`config.mk`:
```
export PLATFORM = sky130hd
export DESIGN_NAME = display_scan
export DESIGN_NICKNAME = d
export VERILOG_FILES = /design/src/rtl/display_scan.sv
export SDC_FILE = /design/constraint.sdc
export NUM_CORES = 1
export LEC_CHECK = 0
export CAP_MARGIN = 20
export CORE_MARGIN = 10
export CORE_UTILIZATION = 45
export CTS_CLUSTER_SIZE = 24
export DETAILED_ROUTE_END_ITERATION = 6
export PLACE_DENSITY_LB_ADDON = 0.25
export SETUP_SLACK_MARGIN = 0.15
export SLEW_MARGIN = 5
export SYNTH_ARGS = -nofsm -noshare
export SYNTH_HDL_FRONTEND = slang
export SYNTH_SLANG_ARGS = --single-unit
```
`constraint.sdc`:
```
create_clock -name clk -period 1.8 [get_ports clk]
set_clock_uncertainty 0.05 [all_clocks]
set_input_delay 0.54 -clock clk [delete_from_list [all_inputs] [get_ports clk]]
set_output_delay 0.54 -clock clk [all_outputs]
set_load 0.02 [all_outputs]
```
`src/rtl/display_scan.sv`:
```
// rtl/display_scan.sv - binary-to-BCD conversion and 4-digit anode scan for a 7-segment decoder
module display_scan #(
    parameter int REFRESH_DIV = 100000,
    parameter int BLANK_LZ    = 1
) (
    input  logic        clk,
    input  logic        rst_n,
    input  logic [13:0] bin,
    input  logic        load,
    input  logic        en,
    input  logic [3:0]  dp_en,
    output logic        busy,
    output logic [3:0]  an,
    output logic [3:0]  digit,
    output logic        dp_n
);

    localparam int              CW       = $clog2(REFRESH_DIV);
    localparam logic [CW-1:0]   REF_LAST = CW'(REFRESH_DIV - 1);

    typedef enum logic {
        S_IDLE,
        S_SHIFT
    } state_t;

    state_t      state_q, state_d;
    logic [13:0] bin_q, bin_d;
    logic [15:0] scr_q, scr_d;
    logic [15:0] bcd_q, bcd_d;
    logic [3:0]  cnt_q, cnt_d;
    logic [15:0] adj;

    logic [CW-1:0] ref_q, ref_d;
    logic [1:0]    idx_q, idx_d;
    logic [3:0]    an_q, an_d;
    logic [3:0]    digit_q, digit_d;
    logic          dp_n_q, dp_n_d;
    logic [15:0]   upper;
    logic          blank;

    // add-3 correction of every scratch nibble that is 5 or more
    always_comb begin
        adj = scr_q;
        for (int k = 0; k < 4; k++) begin
            if (scr_q[4*k +: 4] >= 4'd5) begin
                adj[4*k +: 4] = scr_q[4*k +: 4] + 4'd3;
            end
        end
    end

    // conversion FSM next state; the displayed value changes only on the final shift
    always_comb begin
        state_d = state_q;
        bin_d   = bin_q;
        scr_d   = scr_q;
        cnt_d   = cnt_q;
        bcd_d   = bcd_q;
        case (state_q)
            S_IDLE: begin
                if (load) begin
                    bin_d   = (bin > 14'd9999) ? 14'd9999 : bin;
                    scr_d   = 16'd0;
                    cnt_d   = 4'd0;
                    state_d = S_SHIFT;
                end
            end
            S_SHIFT: begin
                scr_d = 16'({adj, bin_q[13]});
                bin_d = bin_q << 1;
                cnt_d = cnt_q + 4'd1;
                if (cnt_q == 4'd13) begin
                    bcd_d   = scr_d;
                    state_d = S_IDLE;
                end
            end
            default: state_d = S_IDLE;
        endcase
    end

    // conversion state registers
    always_ff @(posedge clk or negedge rst_n) begin
        if (!rst_n) begin
            state_q <= S_IDLE;
            bin_q   <= 14'd0;
            scr_q   <= 16'd0;
            cnt_q   <= 4'd0;
            bcd_q   <= 16'd0;
        end else begin
            state_q <= state_d;
            bin_q   <= bin_d;
            scr_q   <= scr_d;
            cnt_q   <= cnt_d;
            bcd_q   <= bcd_d;
        end
    end

    // refresh divider and slot index, free-running regardless of en/busy
    always_comb begin
        ref_d = ref_q + CW'(1);
        idx_d = idx_q;
        if (ref_q == REF_LAST) begin
            ref_d = '0;
            idx_d = idx_q + 2'd1;
        end
    end

    // slot outputs; a slot is blanked when it and every digit above it are zero
    always_comb begin
        upper   = bcd_q >> {idx_q, 2'b00};
        blank   = (BLANK_LZ != 0) && (idx_q != 2'd0) && (upper == 16'd0);
        digit_d = upper[3:0];
        dp_n_d  = ~dp_en[idx_q];
        an_d    = (!en || blank) ? 4'b1111 : ~(4'b0001 << idx_q);
    end

    // scan counter and registered display outputs
    always_ff @(posedge clk or negedge rst_n) begin
        if (!rst_n) begin
            ref_q   <= '0;
            idx_q   <= 2'd0;
            an_q    <= 4'b1111;
            digit_q <= 4'd0;
            dp_n_q  <= 1'b1;
        end else begin
            ref_q   <= ref_d;
            idx_q   <= idx_d;
            an_q    <= an_d;
            digit_q <= digit_d;
            dp_n_q  <= dp_n_d;
        end
    end

    assign busy  = (state_q == S_SHIFT);
    assign an    = an_q;
    assign digit = digit_q;
    assign dp_n  = dp_n_q;

endmodule

```
== After elaboration in Yosys (flattened, before gate mapping) ==
Index checks and enable logic that the tools add are counted.

* Register bits: 79
* Bits in latches: 0
* Bits in writable memories: 0
* Bits in read-only memories: 0
* Output and inout port bits: 10
* Memories: 0

* Add/sub/neg operators: 7
* Multiply operators: 0
* Div/mod/pow operators: 0
* $lt $le $gt $ge: 6
* Equal/unequal tests: 3
* Shift operators: 2
* Mux-type cells: 18
* Bitwise operators: 3
* Reduce and logical (&&, ||, !) cells: 6

{| class="wikitable"
|+ Operators by type and width
! cell !! count
|-
| $pmux 16 s2 || 1
|-
| $mux 14 || 2
|-
| $pmux 14 s2 || 1
|-
| $mux 4 || 5
|-
| $add 17x1->17 const B || 1
|-
| $eq 17x17->1 const B || 1
|-
| $mux 17 || 1
|-
| $ge 4x3->1 const B || 4
|-
| $logic_not 16->1 || 1
|-
| $mux 16 || 1
|-
| $shr 16x4->16 || 1
|-
| $gt 14x14->1 const B || 1
|-
| $add 4x2->4 const B || 3
|-
| $pmux 4 s2 || 1
|-
| $add 4x1->4 const B || 1
|-
| $eq 4x4->1 const B || 1
|-
| $not 4->4 || 1
|-
| $shl 1x2->4 const A || 1
|-
| $add 3x2->3 const B || 1
|-
| $lt 2x3->1 const B || 1
|-
| $mux 1 || 3
|-
| $mux 3 || 1
|-
| $add 2x1->2 const B || 1
|-
| $bmux 1 s2 || 1
|-
| other kinds (8) || 9
|}

== Longest topological paths before layout ==
* Depth after elaboration: 5
* Gate-level depth with buffers: 7
* Depth with buffers taken out: 6

== Least setup slack after synthesis ==
Ideal clock, no wire load.

* Path type: register to register
* Start: register ref_q[0]
* End: register idx_q[1]
* Data arrival time: 1.515 ns
* Data required time: 1.625 ns
* Setup slack: 0.111 ns
* Stages on the path, launching flop included: 7
* Buffers on the path: 1
* Period minus slack after synthesis: 1.689 ns
* Cell sequence: dfrtp_1 -> ha_1 -> and4_1 -> clkbuf_1 -> nand2_1 -> nor3_2 -> mux2_2

* Cells in the longest elaborated chain, start to end: 1

{| class="wikitable"
|+ RTL lines
! element !! line !! text
|-
| from (decl) || 33 || <nowiki>logic [CW-1:0] ref_q, ref_d;</nowiki>
|-
| from (signal assigned) || 125 || <nowiki>ref_q <= ref_d;</nowiki>
|-
| $eq 17x17->1 || 101 || <nowiki>if (ref_q == REF_LAST) begin</nowiki>
|-
| to (signal assigned) || 126 || <nowiki>idx_q <= idx_d;</nowiki>
|-
| to (decl) || 34 || <nowiki>logic [1:0] idx_q, idx_d;</nowiki>
|}

Every way passes these cells.
A chain may end at the register's enable or synchronous reset.

== Worst setup path after layout ==
* Start: input port bin[6]
* End: register bin_q[7]

* Cells in the longest elaborated chain, start to end: 4

{| class="wikitable"
|+ RTL lines
! element !! line !! text
|-
| from (decl) || 8 || <nowiki>input logic [13:0] bin,</nowiki>
|-
| $gt 14x14->1 || 61 || <nowiki>bin_d = (bin > 14'd9999) ? 14'd9999 : bin;</nowiki>
|-
| $mux 14 || 61 ||
|-
| $mux 14 || 60 || <nowiki>if (load) begin</nowiki>
|-
| $pmux 14 s2 || 58 || <nowiki>case (state_q)</nowiki>
|-
| to (signal assigned) || 90 || <nowiki>bin_q <= bin_d;</nowiki>
|-
| to (decl) || 27 || <nowiki>logic [13:0] bin_q, bin_d;</nowiki>
|}

Every way passes these cells. The select of a mux whose other input is x is not followed.

==> results.txt <==
hold crit path type - input pin to async pin
Layout Nets - 438
routability cong. - 0.798
Cell Rows - 33
DP HPWL - 5320 µm
first-pass GRT wire length - 13200 µm
Die W - 112 µm
number of fill cells - 741
DRT iter0 DRCs - 83
CTS max path bufs - 2
CTS tree - yes
Post-CTS Hold Buffers - 0
Final ANT Viol Nets - 0
initial core utilization - 0.465
Worst path slowest cell - clkdlybuf4s50_1
largest area contributor in the netlist - dfrtp_1
DIE HEIGHT - 112 µm
Arrival @ worst endpoint - 1.86 ns
CP max stage delay - 0.43 ns
Worst-path clk slew - 0.09 ns
setup TNS - 0 ns
Max Freq - 0.613 GHz
Synth Warn # - 0
synth top area cells - dfrtp_1 48%, ha_1 4.9%, mux2i_1 4.4%
Crit Path Max Fanout - 8
routed via count - 2687
Switching Share - 0.343
Cell variety after synth - 41
# diodes - 0
vias in the first global route - 2794
P_int - 4360 µW
Tcrit/Tclk final - 0.906
endpoints failing setup - 0
critical path required time - 2.03 ns
CTS sink cnt - 79
initial antenna violation count - 0
Synth Register Bits - 79
Die ar. - 12600 µm²
Leak - 0.00214 µW
Max Slew Vio Count - 0
global route total overflow - 0
clock share of power - 0.226
final routed DRC violation total - 0
core outline area - 8260 µm²
hold slack - 0.0431 ns
Post-synth EDFFs - 0
GRT Overall Usage - 0.124
post-DR wirelength/cell - 14.9 µm
Syn Area/Cell - 10.9 µm²
Max VDD drop - 0.498 mV
Mapped Nets - 391
commonest cells in the netlist - 74 x dfrtp_1, 31 x o21ai_0, 28 x nand2_1
outcome - complete, no violations
Clock Latency Late Sink - 0.34 ns
PD cells - 1420 nW/µm²
class of the most critical setup path - input pin to flip-flop
Main synth FF type - dfrtp_1
Port Buffers - 31
Hold Violations, Final - 0
Syn-to-layout area delta - 21.8%
ratio of cells with drive above 1 in the final layout - 0.207
Tmin final - 1.63 ns
CP cell instances - clkdlybuf4s50_1 > nor4_2 > o211ai_1 > buf_4 > o21ai_0 > a21boi_2
first drt pass iteration count - 4
Worst Tran Pin Value - 0.396 ns
pin count of the biggest net entering global routing - 44
Core Util, Final - 0.567
startpoint types - input pin
Post-Syn Instances - 354
post-synthesis sequential area ratio - 0.516
synthesized area - 3840 µm²
CTS Buf Count - 9
Synth top area share - 0.482
MaxCap Viol Count - 0
unrepaired setup endpoints after global routing - true
depth of the CTS H-tree - 3
via/cell ratio - 5.26
most common cell in the synthesized netlist - dfrtp_1
I/O pins - 32
Rel. slew slack - 0.736
Sw Pwr - 2270 µW
ys async rst share - 1.00
Post-Route WL - 7610 µm
Root Driver - clkbuf_8
Crit. End Element - flip-flop
sequential share of power - 0.421
Comb power frac - 0.353
## sequential cells by signal, summed over array words and instances, names as in the netlist
signal and cells:
an 4, dp_n 1, ref_q 17, busy 1
cnt_q 4, digit 4, bcd_q 16, idx_q 2
bin_q 14, scr_q 16
## critical path, delay by kind of cell
kind / cells / cell delay, ns
simple gates: 1 / 0.30
compound gates: 3 / 0.41
buf+inv: 2 / 0.61
## layer usage
layer	track usage	up-vias	wire length (µm)	part of all wire
met5	0	-	0	0
li1	-	1328	-	-
met2	0.195	40	3610	0.47
met3	0.0383	2	311	0.041
met4	0.0321	0	31	0.0041
met1	0.162	1317	3660	0.48
## cells by family (layout without fill, tap and decap cells)
logic type                 after synthesis  after routing  synth area share
xor gates and xnor gates                20             20            0.0456
AOI/OAI and AO/OA                       70             70             0.103
DFF                                     79             79             0.516
and+or+nand+nor                        105            105             0.153
muxes                                   29             29            0.0941
adders and majority gates               15             15            0.0489
buffers and inverters                   36             88            0.0388
## placed cells by master (no fill, tap or decap), drive strengths merged, types with 3 or more instances in the layout
cell type and count:
o21ai 31, o22ai 7, a21o 4, dlymetal6s2s 4
xor2 6, nand2b 18, nor2 9, dfstp 5
a21boi 3, nand4 8, nand3 9, and4 3
clkbuf 11, nand2 28, a21oi 19, clkdlybuf4s50 16
dfrtp 74, nor4 4, buf 28, xnor2 14
mux2i 17, mux2 7, inv 20, ha 15
mux4 5, nor3b 13
## power by group through the flow
| stage | clock (µW) | sequential (µW) | combinational [µW] |
|---|---|---|---|
| 2_1_floorplan | 0 | 2730 | 1610 |
| 6_report | 1500 | 2790 | 2340 |
| 5_1_grt | 1630 | 2870 | 2660 |
| 4_1_cts | 1540 | 2780 | 2260 |
| 3_5_place_dp | 0 | 2810 | 2250 |
| 3_3_place_gp | 0 | 2790 | 2130 |
## through the flow
stage	worst slack [ns]	area, µm²	power [µW]	instances
2_1_floorplan	0.158	3840	4340	354
3_5_place_dp	-0.277	4330	5050	487
3_3_place_gp	-0.237	4330	4920	487
4_1_cts	0.153	4560	6580	504
6_report	0.169	4680	6630	511
5_1_grt	0.118	4680	7150	511
## what timing repair did
item	4_1_cts	5_1_grt
resized for setup	37	27
endpoints found under the setup margin	18	31
cloned	0	0
pin swaps	2	8
setup buffers	1	7
## final cells by class
type | instances | area [µm²] | area share
Sequential cell | 79 | 1980 | 0.424
Multi-Input combinational cell | 239 | 1780 | 0.381
Timing Repair Buffer | 52 | 474 | 0.101
Clock buffer | 11 | 151 | 0.0324
Tap cell | 105 | 131 | 0.0281
Clock inverter | 5 | 80.1 | 0.0171
Inverter | 20 | 75.1 | 0.0160
## path summary, 6_finish.rpt
check	from	endpoint	slack (ns)	cells after the start
max in group asynchronous	rst_n	dp_n$_DFF_PN1_	1.06	2
min in group clk	bin_q[11]$_DFFE_PN0P_	bin_q[12]$_DFFE_PN0P_	0.44	2
hold / removal	rst_n	cnt_q[0]$_DFFE_PN0P_	0.04	1
setup reg to reg	ref_q[13]$_DFF_PN0_	idx_q[1]$_DFFE_PN0N_	0.17	3
hold reg to reg	bin_q[11]$_DFFE_PN0P_	bin_q[12]$_DFFE_PN0P_	0.44	2
setup / recovery	bin[6]	bin_q[7]$_DFFE_PN0P_	0.17	6
No activity file was read; power rests on OpenSTA's default activity.
